===== src/rtl/mem_arb_pkg.sv =====
// Shared encodings for the single-port memory arbiter.
package mem_arb_pkg;

  // Width of the access-latency down-counter (LATENCY is 1..15).
  localparam int CNT_W = 4;

  // Access FSM state encoding.
  localparam logic [1:0] ARB_IDLE   = 2'd0;
  localparam logic [1:0] ARB_ACCESS = 2'd1;
  localparam logic [1:0] ARB_RESP   = 2'd2;

  // Owner of the transfer currently on the RAM port.
  localparam logic OWN_INST = 1'b0;
  localparam logic OWN_DATA = 1'b1;

endpackage


===== src/rtl/mem_arbiter.sv =====
// Single-port RAM arbiter for the pipelined MIPS core: serialises IF fetches
// and MEM loads/stores onto one RAM port with a fixed-latency access FSM.
// Data wins ties unless it has already won MAX_DATA_STREAK grants in a row.
//
// state      | meaning
// -----------+-----------------------------------------------------------
// ARB_IDLE   | RAM port free; arbitrate between pending requests
// ARB_ACCESS | RAM enabled for LATENCY cycles, request fields frozen
// ARB_RESP   | owner's ack pulses for one cycle; requests ignored
module mem_arbiter
  import mem_arb_pkg::*;
#(
  parameter int LATENCY         = 2,
  parameter int ADDR_WIDTH      = 10,
  parameter int MAX_DATA_STREAK = 4
) (
  input  logic                  clk,
  input  logic                  rst,
  input  logic                  inst_req,
  input  logic [31:0]           inst_addr,
  output logic [31:0]           inst_data,
  output logic                  inst_ack,
  output logic                  inst_stall,
  input  logic                  data_req,
  input  logic                  data_wen,
  input  logic [31:0]           data_addr,
  input  logic [31:0]           data_wdata,
  output logic [31:0]           data_rdata,
  output logic                  data_ack,
  output logic                  data_stall,
  output logic                  ram_en,
  output logic                  ram_we,
  output logic [ADDR_WIDTH-1:0] ram_addr,
  output logic [31:0]           ram_wdata,
  input  logic [31:0]           ram_rdata
);

  localparam int SW = (MAX_DATA_STREAK < 2) ? 1 : $clog2(MAX_DATA_STREAK + 1);
  localparam logic [SW-1:0]    STREAK_MAX = SW'(MAX_DATA_STREAK);
  localparam logic [CNT_W-1:0] CNT_LOAD   = CNT_W'(LATENCY);
  localparam logic [CNT_W-1:0] CNT_ONE    = CNT_W'(1);

  logic [1:0]       state;
  logic [CNT_W-1:0] cnt;
  logic [SW-1:0]    streak;
  logic             owner;
  logic             grant_any;
  logic             grant_data;

  // Byte-offset and out-of-range address bits are deliberately ignored.
  logic unused_addr_bits;
  assign unused_addr_bits = ^{inst_addr[31:ADDR_WIDTH+2], inst_addr[1:0],
                              data_addr[31:ADDR_WIDTH+2], data_addr[1:0]};

  // Stalls follow the request until its ack; forced low while in reset.
  assign inst_stall = inst_req & ~inst_ack & ~rst;
  assign data_stall = data_req & ~data_ack & ~rst;

  // Arbitration: data first, unless its streak has hit the limit and a fetch waits.
  always_comb begin
    grant_any  = inst_req | data_req;
    grant_data = data_req & (~inst_req | (streak != STREAK_MAX));
  end

  // Access FSM: grant in IDLE, count down the RAM latency, then pulse the ack.
  always_ff @(posedge clk or posedge rst) begin
    if (rst) begin
      state      <= ARB_IDLE;
      cnt        <= '0;
      owner      <= OWN_INST;
      ram_en     <= 1'b0;
      ram_we     <= 1'b0;
      ram_addr   <= '0;
      ram_wdata  <= '0;
      inst_data  <= '0;
      data_rdata <= '0;
      inst_ack   <= 1'b0;
      data_ack   <= 1'b0;
    end else begin
      case (state)
        ARB_IDLE: begin
          if (grant_any) begin
            state     <= ARB_ACCESS;
            cnt       <= CNT_LOAD;
            ram_en    <= 1'b1;
            ram_wdata <= data_wdata;
            if (grant_data) begin
              owner    <= OWN_DATA;
              ram_we   <= data_wen;
              ram_addr <= data_addr[ADDR_WIDTH+1:2];
            end else begin
              owner    <= OWN_INST;
              ram_we   <= 1'b0;
              ram_addr <= inst_addr[ADDR_WIDTH+1:2];
            end
          end
        end
        ARB_ACCESS: begin
          if (cnt == CNT_ONE) begin
            state  <= ARB_RESP;
            cnt    <= '0;
            ram_en <= 1'b0;
            ram_we <= 1'b0;
            if (owner == OWN_INST) begin
              inst_data <= ram_rdata;
              inst_ack  <= 1'b1;
            end else begin
              // A store has nothing to return; keep the last load result.
              if (!ram_we) data_rdata <= ram_rdata;
              data_ack <= 1'b1;
            end
          end else begin
            cnt <= cnt - CNT_ONE;
          end
        end
        ARB_RESP: begin
          state    <= ARB_IDLE;
          inst_ack <= 1'b0;
          data_ack <= 1'b0;
        end
        default: state <= ARB_IDLE;
      endcase
    end
  end

  // Data-grant streak: saturating count of data wins, cleared by a fetch grant.
  always_ff @(posedge clk or posedge rst) begin
    if (rst) begin
      streak <= '0;
    end else if (state == ARB_IDLE && grant_any) begin
      if (!grant_data)                streak <= '0;
      else if (streak != STREAK_MAX)  streak <= streak + SW'(1);
    end
  end

endmodule


===== config.mk =====
export PLATFORM = sky130hd
export DESIGN_NAME = mem_arbiter
export DESIGN_NICKNAME = d
export VERILOG_FILES = /design/src/rtl/mem_arb_pkg.sv /design/src/rtl/mem_arbiter.sv
export SDC_FILE = /design/constraint.sdc
export NUM_CORES = 1
export LEC_CHECK = 0
export ABC_AREA = 1
export ABC_CLOCK_PERIOD_IN_PS = 4200
export BUFFER_PORTS_ARGS = -buffer_cell sky130_fd_sc_hd__buf_2
export CAP_MARGIN = 20
export CORE_MARGIN = 10
export CORE_UTILIZATION = 46
export CTS_CLUSTER_DIAMETER = 80
export DETAILED_ROUTE_END_ITERATION = 7
export PLACE_DENSITY = 0.77
export SYNTH_ARGS = -nofsm -noshare
export SYNTH_HDL_FRONTEND = slang
export SYNTH_SLANG_ARGS = --single-unit

===== constraint.sdc =====
create_clock -name clk -period 4.2 [get_ports clk]
set_input_delay 0.21 -clock clk [delete_from_list [all_inputs] [get_ports clk]]
set_output_delay 0.21 -clock clk [all_outputs]
set_load 0.05 [all_outputs]

**After elaboration in Yosys (flattened, before gate mapping)**

Cells that the tools add are included.

- Add/subtract/negate cells: 2
- Multipliers: 0
- Divide/modulo/power cells: 0
- $lt $le $gt $ge: 0
- Eq/ne operators: 9
- Shift operators: 0
- Muxes and demuxes: 22
- Bitwise gates (word level): 13
- Reduce and logical (&&, ||, !) cells: 13

Operators with widths:

| kind | count |
|---|---|
| $reduce_and A3 Y1 | 4 |
| $mux W10 | 1 |
| $mux W1 | 9 |
| $mux W4 | 2 |
| $ne A2 B2 Y1 const B | 4 |
| $pmux W1 S2 | 4 |
| $pmux W4 S2 | 1 |
| $reduce_and A2 Y1 | 4 |
| $mux W3 | 2 |
| $not A1 Y1 | 6 |
| $and A1 B1 Y1 | 5 |
| $eq A4 B1 Y1 const B | 1 |
| $mux W2 | 2 |
| $pmux W2 S2 | 1 |
| $reduce_and A4 Y1 | 1 |
| $reduce_bool A2 Y1 | 2 |
| $sub A4 B1 Y4 const B | 1 |
| $add A3 B1 Y3 const B | 1 |
| $ne A3 B3 Y1 const B | 1 |
| $eq A2 B1 Y1 const B | 1 |
| $eq A2 B2 Y1 const B | 1 |
| $logic_not A2 Y1 | 1 |
| $ne A2 B1 Y1 const B | 1 |
| $or A1 B1 Y1 | 2 |
| $logic_and A1 B1 Y1 | 1 |

- Bits in registers: 120
- Latch bits: 0
- RAM bits: 0
- Bits in read-only memories: 0
- Input port bits: 133
- Logic and storage cells: 71
- Memories: 0

**Depth between registers and ports, before layout**

Gate-level depths: netlist (run 1).

- Depth after elaboration: 6
- Mapped depth: 8
- Depth with buffers taken out: 7

**Worst setup path before layout (run 1)**

OpenSTA, ideal clock, no wires.

- Kind: register to output
- Start point: register data_ack
- End point: output data_stall
- Data arrival time: 1712 ps
- Required time: 3990 ps
- Setup slack: 2278 ps
- Stages on the path, launching flop included: 2
- Cells stage by stage: dfrtp_1 -> nor3_1

- Word-level cells in the longest chain between the ends: 3

RTL lines:

| item | line | source |
|---|---|---|
| start: declaration | mem_arbiter.sv:29 | `output logic data_ack,` |
| start signal: assignment | mem_arbiter.sv:78 | `data_ack <= 1'b0;` |
| start signal: assignment | mem_arbiter.sv:110 | `data_ack <= 1'b1;` |
| start signal: assignment | mem_arbiter.sv:119 | `data_ack <= 1'b0;` |
| $not A1 Y1 | mem_arbiter.sv:57 | `assign data_stall = data_req & ~data_ack & ~rst;` |
| $and A1 B1 Y1 (2 in series) | mem_arbiter.sv:57 |  |
| end: declaration | mem_arbiter.sv:30 | `output logic data_stall,` |

No other way between the ends.

**Worst setup path after layout (run 1)**

- Start point: register state[0]
- End point: register ram_addr[9]

- Word-level cells in the longest chain between the ends: 2

RTL lines:

| item | line | source |
|---|---|---|
| start: declaration | mem_arbiter.sv:43 | `logic [1:0] state;` |
| start signal: assignment | mem_arbiter.sv:68 | `state <= ARB_IDLE;` |
| start signal: assignment | mem_arbiter.sv:83 | `state <= ARB_ACCESS;` |
| start signal: assignment | mem_arbiter.sv:100 | `state <= ARB_RESP;` |
| $logic_not A2 Y1 | mem_arbiter.sv:80 | `case (state)` |
| $reduce_and A2 Y1 (no line) | - |  |
| end signal: assignment | mem_arbiter.sv:90 | `ram_addr <= data_addr[ADDR_WIDTH+1:2];` |
| end signal: assignment | mem_arbiter.sv:94 | `ram_addr <= inst_addr[ADDR_WIDTH+1:2];` |
| end: declaration | mem_arbiter.sv:33 | `output logic [ADDR_WIDTH-1:0] ram_addr,` |

No other way between the ends.
A chain may end at the register's enable or synchronous reset.

==> impl_metrics.json, run 1 <==
{
  "clock-root-buffer": "clkbuf_8",
  "drv_slew": 0,
  "outcome": "completed",
  "utilization_pct": 71.4,
  "total_leakage_power_nw": 4.04,
  "post-synth-top-area-cell": "dfrtp_1",
  "routed-via-count": 5069,
  "buffer_ports.inserted": 200,
  "drt_iter0_drc": 460,
  "worst_setup_hold_path_clk_slew_ns": 0.05,
  "die_w_um": 123,
  "cts_sinks": 120,
  "unrepaired_setup_endpoints_after_global_routing": "no",
  "first_pass_drt_iterations": 5,
  "hold_path_depth": 3,
  "worstReg2RegStart": "state[0]$_DFFE_PP0P_",
  "first_global_vias": 5351,
  "global_route.overflow_total": 0,
  "maxSlewHeadroom_pct": 47.2,
  "p_per_area_nw_per_um2": 996,
  "final_net_count": 976,
  "hold_start": "data_addr[10]",
  "cp_data_required_time_ns": 4.57,
  "cts_made_buffers": 17,
  "fp.dieArea_um2": 15200,
  "setup_viol_count_final": 0,
  "max-vdd-ir-drop_v": 0.000626,
  "share_of_the_cycle_needed_by_the_critical_path_after_routing_pct": 62.8,
  "buffers_from_clock_root_to_sink_at_most": 2,
  "worst_clock_skew_ns": 0.0104,
  "hp-class": "input port to register",
  "ys_ff_latch": 120,
  "crit_end_category": "register",
  "route.detailed.drc": 0,
  "final_hold_viol_count": 0,
  "global_route_total_usage_across_every_layer_pct": 22.4,
  "design.core.area_um2": 10400,
  "postCtsSetupRepairBufs": 0,
  "worstSetupStartpointType": "register",
  "die-height_um": 123,
  "worst_ep_arrival_time_ns": 3.01,
  "synth_sequential_area_ratio_pct": 61.1,
  "grt_first_pass_wirelength_mm": 26.9,
  "maxClockFrequency_ghz": 0.379,
  "synth_area_per_cell_um2": 8.78,
  "wire_per_inst_um": 17.2,
  "post-route-min-period_ns": 2.64,
  "finalWirelength_mm": 17.0,
  "synth.cell_area_um2": 4910,
  "grt_antenna_before_repair": 0,
  "worst-slew-pin-transition_ns": 0.789,
  "post_synth_num_cell_types": 20,
  "dpl_cell_area_um2": 5990,
  "drt.antenna.violating_nets": 0,
  "setup_total_neg_slack_ns": 0,
  "synth_top_area_share_pct": 61.1,
  "drive_gt1_share_pct": 28.7,
  "whs_ns": 0.0319,
  "regToRegEndpoint": "ram_addr[9]$_DFFE_PP0P_",
  "synth_cells": 560,
  "initial_standard_cell_utilization_of_the_core_pct": 47.4,
  "h-tree-depth": 4,
  "reg2reg_depth": 6,
  "final_design_area_no_fill_um2": 7410,
  "number_of_i_o_pins": 245,
  "worst_slack_setup_final_ns": 1.56,
  "post_synth_main_area_contributors": "dfrtp_1, nand2_1, nand3_1, buf_2, nand4_1",
  "place.detailed.hpwl_mm": 10.4,
  "core.rowCount": 37,
  "areaGrowthSynthToFinish_pct": 50.7,
  "mappedNetlistNets": 697,
  "min_to": "ram_addr[8]$_DFFE_PP0P_",
  "timing.reg2reg.setup_slack_ns": 1.56,
  "clock_tree_from_tritoncts": "built",
  "worst-setup-path-type": "register to register",
  "cap_violations": 0,
  "place.gp.congestion": 0.777,
  "yosysWarningCount": 0,
  "grt_max_degree": 53,
  "critical_path_peak_fanout": 42,
  "vias_per_cell": 5.14,
  "clkLatencyLatePin_ns": 0.50,
  "dpl_worst_slack_ns": 1.62
}
==> per-stage QoR <==
stage          instances  power (mW)
2_1_floorplan        560        4.90
3_3_place_gp         872        5.77
3_5_place_dp         872        5.86
4_1_cts              984        7.32
5_1_grt              986        7.79
6_report             987        7.38
==> area by class of cell <==
| class | count | area (µm²) |
|---|---|---|
| diodes | 1 | 2.50 |
| clock buffers | 21 | 439 |
| flip-flops and latches | 120 | 3000 |
| clock inverters | 9 | 103 |
| inverters | 16 | 62.6 |
| multi-input cells | 393 | 1700 |
| repair buffers | 291 | 1930 |
| well taps | 136 | 170 |
| fillers | 720 | 2960 |
==> how the worst max path moves through the flow <==
stage | slack (ns) | start | cells after the start | end
2_1_floorplan | 0.80 | rst | 1 | cnt[0]$_DFFE_PP0P_
3_3_place_gp | 1.76 | cnt[1]$_DFFE_PP0P_ | 7 | inst_data[27]$_DFFE_PP0P_
3_5_place_dp | 1.62 | cnt[1]$_DFFE_PP0P_ | 7 | inst_data[19]$_DFFE_PP0P_
4_1_cts | 1.62 | cnt[1]$_DFFE_PP0P_ | 7 | inst_data[19]$_DFFE_PP0P_
5_1_grt | 1.39 | state[0]$_DFFE_PP0P_ | 6 | ram_addr[9]$_DFFE_PP0P_
6_report | 1.56 | state[0]$_DFFE_PP0P_ | 6 | ram_addr[9]$_DFFE_PP0P_
==> placed cells by master, fill, tap and decap left out <==
cell type        n
buf_16           2
buf_2          200
buf_4            7
bufinv_16        2
clkbuf_1         3
clkbuf_16       16
clkbuf_8         2
clkinv_2         4
clkinvlp_4       3
dfrtp_1        120
diode_2          1
dlygate4sd3_1   82
ha_1             4
inv_1           12
inv_2            3
inv_4            1
nand2_1        267
nand2_2          1
nand3_1         90
nand4_1         12
nor2_1           6
nor2_2           2
nor3_1           2
nor3_4           1
o21a_1           1
o21ai_0          4
o21bai_1         1
xnor2_1          1
xor2_1           1
==> cells in the mapped netlist <==
cell type / n
buf_2: 27
buf_4: 1
clkbuf_1: 3
dfrtp_1: 120
ha_1: 4
inv_1: 14
inv_2: 2
nand2_1: 267
nand2_2: 1
nand3_1: 90
nand4_1: 12
nor2_1: 6
nor2_2: 2
nor3_1: 2
nor3_4: 1
o21a_1: 1
o21ai_0: 4
o21bai_1: 1
xnor2_1: 1
xor2_1: 1
==> worst max-delay path: stages, from the launching register on <==
cell and delay [ns]:
dfrtp_1 0.42, nor2_1 0.63, nand2_1 0.28, buf_4 0.34, nand2_1 0.14, nand3_1 0.11, dlygate4sd3_1 0.58
==> flip-flops by register name, summed over array words and instances, names as in the netlist <==
register,count
owner,1
inst_ack,1
state,2
data_ack,1
ram_we,1
ram_en,1
inst_data,32
ram_wdata,32
streak,3
data_rdata,32
cnt,4
ram_addr,10
==> power breakdown <==
part	switching (mW)	internal, mW
combinational	3.07	0.878
sequential	0.355	1.74
clock	0.489	0.847
==> routing by layer <==
metal	track usage, %	wire, µm	vias up
li1	-	-	2347
met1	25.4	6260	2384
met2	36.1	8100	298
met3	9.80	2250	40
met4	9.46	380	0
met5	0	0	-
==> repair_timing <==
action,in CTS,in global routing
gates resized for setup,0,0
hold buffers,82,0
endpoints found under the hold margin,124,0
==> cell families after synthesis <==
| family | Yosys count | share of synthesized area, % |
|---|---|---|
| AO/OA/AOI/OAI | 6 | 0.713 |
| XOR/XNOR | 2 | 0.356 |
| adder cells (fa/ha/maj) | 4 | 1.02 |
| buffers and inverters | 47 | 4.35 |
| flip-flops | 120 | 61.1 |
| AND/OR/NAND/NOR | 381 | 32.5 |
Note: power is estimated with default switching activity, not from simulation.
==> inputs of run 2 (changes only) <==
Settings changed: ABC_AREA 1 to 0, ABC_CLOCK_PERIOD_IN_PS 4200 to 2700, PLACE_DENSITY 0.77 to 0.78.
Clock period 4.2 ns to 2.7 ns, I/O delays scaled along.
==> impl_metrics.json, run 2 <==
{
  "outcome": "completed",
  "place.gp.congestion": 0.775,
  "yosysWarningCount": 0,
  "yosysMostFrequentCell": "dfrtp_1",
  "n_fill_cell": 701,
  "worst-setup-path-type": "register to register",
  "die-height_um": 123,
  "final_design_area_no_fill_um2": 7420,
  "p_clk_share_pct": 21.1,
  "mappedNetlistNets": 472,
  "hp-class": "input port to register",
  "post-synth-top-area-cell": "dfrtp_1",
  "fp.dieArea_um2": 15000,
  "synth_top_area_share_pct": 62.0,
  "number_of_i_o_pins": 245,
  "power_frac_seq_pct": 28.3,
  "ys_dominant_reg_cell": "dfrtp_1",
  "synth_cells": 335,
  "whs_ns": 0.0588,
  "setup_total_neg_slack_ns": 0,
  "clock_tree_from_tritoncts": "built",
  "route.detailed.drc": 0,
  "dpl_cell_area_um2": 5940,
  "total_leakage_power_nw": 3.60,
  "global_route_total_usage_across_every_layer_pct": 20.0,
  "final_hold_viol_count": 0,
  "power_frac_comb_pct": 50.6,
  "cts_resized": 0,
  "drt.antenna.violating_nets": 0,
  "vias_per_cell": 5.13,
  "cap_violations": 0,
  "grt_max_degree": 57,
  "timing.reg2reg.setup_slack_ns": 0.40,
  "drv_slew": 0,
  "setup_viol_count_final": 0,
  "cts_sinks": 120,
  "share_of_the_cycle_needed_by_the_critical_path_after_routing_pct": 85.3,
  "place.detailed.hpwl_mm": 9.32,
  "layout_commonest_cell": "buf_2",
  "cell_internal_pwr_mw": 5.88,
  "synth.cell_area_um2": 4850,
  "drt_iter0_drc": 183,
  "die_w_um": 123,
  "synth_area_per_cell_um2": 14.5,
  "p_sw_share_pct": 47.0,
  "worst_ep_arrival_time_ns": 2.70,
  "synth_sequential_area_ratio_pct": 62.0,
  "area_of_all_sequential_standard_cells_um2": 3000,
  "finalWirelength_mm": 14.9,
  "first_global_vias": 4482,
  "worst_clock_skew_ns": 0.00824,
  "worstSetupStartpointType": "register",
  "worst-slew-pin-transition_ns": 0.702,
  "h-tree-depth": 4,
  "maxSlewHeadroom_pct": 53.1,
  "design.core.area_um2": 10300,
  "max-vdd-ir-drop_v": 0.000807,
  "post-route-min-period_ns": 2.30,
  "routed-via-count": 3974,
  "synth_edf_count": 0,
  "clock-root-buffer": "clkbuf_8",
  "utilization_pct": 72.2,
  "grt_first_pass_wirelength_mm": 23.4,
  "crit_end_category": "register",
  "wire_per_inst_um": 19.2,
  "global_route.overflow_total": 0,
  "post_synth_num_cell_types": 38,
  "clkLatencyLatePin_ns": 0.51,
  "cp_data_required_time_ns": 3.09,
  "buffers_from_clock_root_to_sink_at_most": 2,
  "maxClockFrequency_ghz": 0.434,
  "ys_ff_latch": 120,
  "synth.cells.most_frequent": "dfrtp_1, mux2_2, o21ai_0",
  "multi_input_area_um2": 1680,
  "core.rowCount": 37,
  "share_of_flip_flops_with_an_asynchronous_set_or_reset_after_synthesis_pct": 100,
  "unrepaired_setup_endpoints_after_global_routing": "no",
  "mostFrequentLayoutCells": "buf_2, dfrtp_1, mux2_2, dlygate4sd3_1, clkbuf_16",
  "post_synth_main_area_contributors": "dfrtp_1, mux2_2, o21ai_0, a31oi_1, buf_6",
  "switchingPower_mw": 5.22,
  "grt_antenna_before_repair": 1,
  "critical_path_peak_fanout": 48,
  "worst_setup_hold_path_clk_slew_ns": 0.05,
  "p_per_area_nw_per_um2": 1500,
  "areaGrowthSynthToFinish_pct": 53.1,
  "first_pass_drt_iterations": 4,
  "final_net_count": 763,
  "drive_gt1_share_pct": 52.5,
  "biggestRegsByFlops": "data_rdata: 32 flops, inst_data: 32 flops, ram_wdata: 32 flops",
  "buffer_ports.inserted": 200,
  "initial_standard_cell_utilization_of_the_core_pct": 47.2,
  "cts_made_buffers": 17
}
[run 2: cell types whose count changed after synthesis, sizes merged, moves of 8 or more]
cell   change
o21ai     +11
nand4     -11
nand3     -77
nand2    -262
inv        -8
a31oi     +11
a21oi     +11
buf       -16
mux2      +96
[run 2: final cells by class]
class,instances,share of cell area [%]
Multi-Input combinational cell,188,22.7
Inverter,8,0.455
Tap cell,136,2.29
Timing Repair Buffer,291,25.8
Clock buffer,23,6.42
Antenna cell,1,0.0337
Clock inverter,8,1.92
Sequential cell,120,40.5
[run 2: power groups by stage]
stage	clock network, mW	logic, mW	registers [mW]
2_1_floorplan	0	1.41	5.82
3_3_place_gp	0	5.29	3.08
3_5_place_dp	0	5.39	3.15
4_1_cts	2.37	5.62	3.13
5_1_grt	2.47	5.91	3.25
6_report	2.34	5.62	3.15
[run 2: path summary, 6_finish.rpt]
| path | startpoint | endpoint | cells after the start |
|---|---|---|---|
| max | state[0]$_DFFE_PP0P_ | ram_addr[3]$_DFFE_PP0P_ | 5 |
| min | data_req | owner$_DFFE_PP0P_ | 3 |
| max reg2reg | state[0]$_DFFE_PP0P_ | ram_addr[3]$_DFFE_PP0P_ | 5 |
| min reg2reg | data_rdata[24]$_DFFE_PP0P_ | data_rdata[24]$_DFFE_PP0P_ | 1 |
| max in group asynchronous | rst | ram_addr[1]$_DFFE_PP0P_ | 4 |
| min in group asynchronous | rst | ram_addr[6]$_DFFE_PP0P_ | 3 |
[run 2: cells by family after synthesis]
logic type	Yosys count	share of synthesized area, %
adder cells (fa/ha/maj)	4	1.03
buffers and inverters	27	3.33
AND/OR/NAND/NOR	41	5.65
AO/OA/AOI/OAI	45	5.34
multiplexers	97	22.5
XOR/XNOR	1	0.181
flip-flops	120	62.0
[run 2: stage by stage]
stage / power [mW] / setup slack, ns / std cells
finish: 11.1 / 0.396 / 775
global placement: 8.37 / 0.717 / 657
CTS: 11.1 / 0.433 / 774
floorplan: 7.23 / 0.781 / 335
global route: 11.6 / 0.237 / 775
detailed placement: 8.54 / 0.687 / 657
[run 2: timing repair]
item                                   CTS  global route
hold buffers                            86             0
setup buffers                            0             0
endpoints found under the hold margin  137             0
[run 2: critical path, cell delays in order, from the launching register on]
cell and delay (ns):
dfrtp_1 0.46, nor2_2 0.13, buf_4 0.21, and2_4 0.57, a31oi_1 0.19, dlygate4sd3_1 0.60
[run 2: layer usage]
layer | share of wire (%) | up-vias | wire length, µm | global-route usage, %
met5 | 0 | - | 0 | 0
met2 | 54 | 188 | 8130 | 35.6
met1 | 35 | 1946 | 5160 | 20.0
met4 | 3.9 | 0 | 577 | 10.5
met3 | 7.1 | 47 | 1060 | 7.30
li1 | - | 1793 | - | -
==> inputs of run 3 (changes only) <==
Settings changed: ABC_CLOCK_PERIOD_IN_PS 2700 to 2900, CORE_ASPECT_RATIO set to 0.9, CORE_UTILIZATION 46 to 49, PLACE_DENSITY 0.78 to 0.82.
Clock period 2.7 ns to 2.9 ns, I/O delays scaled along.
==> impl_metrics.json, run 3 (same netlist as run 2, synthesis figures left out) <==
{
  "wire_per_inst_um": 19.0,
  "areaGrowthSynthToFinish_pct": 53.5,
  "finalWirelength_mm": 14.6,
  "cts_resized": 0,
  "first_pass_drt_iterations": 4,
  "hp-class": "input port to register",
  "utilization_pct": 77.0,
  "outcome": "completed",
  "grt_first_pass_wirelength_mm": 23.7,
  "critical_path.top_delay_family": "buffers and inverters",
  "setup_total_neg_slack_ns": 0,
  "maxClockFrequency_ghz": 0.435,
  "cap_violations": 0,
  "crit_end_category": "register",
  "critical_path_cell_count": 5,
  "regToRegEndpoint": "ram_addr[9]$_DFFE_PP0P_",
  "max-vdd-ir-drop_v": 0.00103,
  "whs_ns": 0.0996,
  "worstPathBufferInverterCount": 2,
  "buffers_from_clock_root_to_sink_at_most": 2,
  "vias_per_cell": 5.06,
  "cp_data_required_time_ns": 3.27,
  "drv_slew": 0,
  "worst_slack_setup_final_ns": 0.603,
  "dpl_worst_slack_ns": 0.884,
  "worst_setup_hold_path_clk_slew_ns": 0.06,
  "setup_viol_count_final": 0,
  "maxSlewHeadroom_pct": 59.8,
  "unrepaired_setup_endpoints_after_global_routing": "no",
  "critical_path_peak_fanout": 48,
  "final_net_count": 763,
  "cts_made_buffers": 17,
  "biggestRegsByFlops": "data_rdata: 32 flops, inst_data: 32 flops, ram_wdata: 32 flops",
  "cell_by_cell_trace_of_the_critical_path": "nor2_2 -> buf_4 -> and2_4 -> a31oi_1 -> dlygate4sd3_1",
  "total_leakage_power_nw": 3.61,
  "dpl_cell_area_um2": 5930,
  "clkLatencyLatePin_ns": 0.50,
  "die-height_um": 114,
  "worstReg2RegStart": "state[0]$_DFFE_PP0P_",
  "reg2reg_depth": 5,
  "crit_slowest_cell": "dlygate4sd3_1",
  "worst-setup-path-type": "register to register",
  "timing.reg2reg.setup_slack_ns": 0.60,
  "buffer_ports.inserted": 200,
  "worstSetupStartpointType": "register",
  "worst_ep_arrival_time_ns": 2.67,
  "mostFrequentLayoutCells": "buf_2, dfrtp_1, mux2_2, dlygate4sd3_1, clkbuf_16",
  "layout_commonest_cell": "buf_2",
  "crit_path_max_incr_delay_ns": 0.60,
  "worst_clock_skew_ns": 0.00705,
  "final_design_area_no_fill_um2": 7440,
  "routed-via-count": 3878,
  "drt_iter0_drc": 126,
  "cts_sinks": 120,
  "clock_tree_from_tritoncts": "built",
  "hold_path_depth": 3,
  "share_of_the_cycle_needed_by_the_critical_path_after_routing_pct": 79.2,
  "number_of_i_o_pins": 245,
  "die_w_um": 125,
  "place.gp.congestion": 0.863,
  "hold_start": "data_req",
  "first_global_vias": 4407,
  "drt.antenna.violating_nets": 0,
  "drive_gt1_share_pct": 52.9,
  "route.detailed.drc": 0,
  "core.rowCount": 34,
  "p_per_area_nw_per_um2": 1400,
  "grt_max_degree": 75,
  "global_route_total_usage_across_every_layer_pct": 20.6,
  "h-tree-depth": 4,
  "fp.dieArea_um2": 14300,
  "worst-slew-pin-transition_ns": 0.602,
  "initial_standard_cell_utilization_of_the_core_pct": 50.2,
  "grt_antenna_before_repair": 0,
  "clock-root-buffer": "clkbuf_8",
  "final_hold_viol_count": 0,
  "place.detailed.hpwl_mm": 9.24,
  "min_to": "owner$_DFFE_PP0P_",
  "design.core.area_um2": 9660,
  "global_route.overflow_total": 0,
  "post-route-min-period_ns": 2.30
}
## run 3: stage by stage
step	power (mW)	instances
after detailed placement	7.94	647
after floorplan	6.73	335
after CTS	10.5	765
after global placement	7.77	647
after global routing	10.9	765
final	10.4	766
## run 3: worst max-delay path by stage
stage,startpoint,endpoint
after global routing,state[0]$_DFFE_PP0P_,ram_addr[9]$_DFFE_PP0P_
after CTS,state[0]$_DFFE_PP0P_,ram_addr[1]$_DFFE_PP0P_
after floorplan,inst_ack$_DFFE_PP0P_,inst_stall
after global placement,cnt[1]$_DFFE_PP0P_,data_rdata[21]$_DFFE_PP0P_
after detailed placement,cnt[1]$_DFFE_PP0P_,data_rdata[18]$_DFFE_PP0P_
final,state[0]$_DFFE_PP0P_,ram_addr[9]$_DFFE_PP0P_
## run 3: worst min-delay path: stages
cell and delay (ns):
buf_2 0.21, nand3_1 0.11, o21ai_0 0.08
## run 3: metal layers
metal  global-route usage (%)  vias to the layer above  wire (µm)
met4                     6.90                        0        189
li1                         -                     1791          -
met1                     22.0                     1895       5530
met3                     9.77                       16       1470
met2                     35.3                      176       7390
met5                        0                        -          0
## run 3: where the power goes
part	leakage, nW	total (mW)	switching (mW)	internal (mW)
Clock	0.312	2.27	0.758	1.51
Sequential	1.46	2.94	0.472	2.46
Combinational	1.83	5.23	3.70	1.53
Total	3.61	10.4	4.93	5.51
## run 3: cell type report
type	count	area (µm²)
antenna	1	2.50
clock buffer	18	428
clock inverter	14	219
fill	566	2220
inverter	8	33.8
multi-input combinational	188	1680
sequential	120	3000
tap	126	158
timing repair buffer	291	1910
## run 3: timing repair
item | 4_1_cts | 5_1_grt
endpoints found under the hold margin | 191 | 0
setup buffers | 0 | 0
hold buffers | 86 | 0
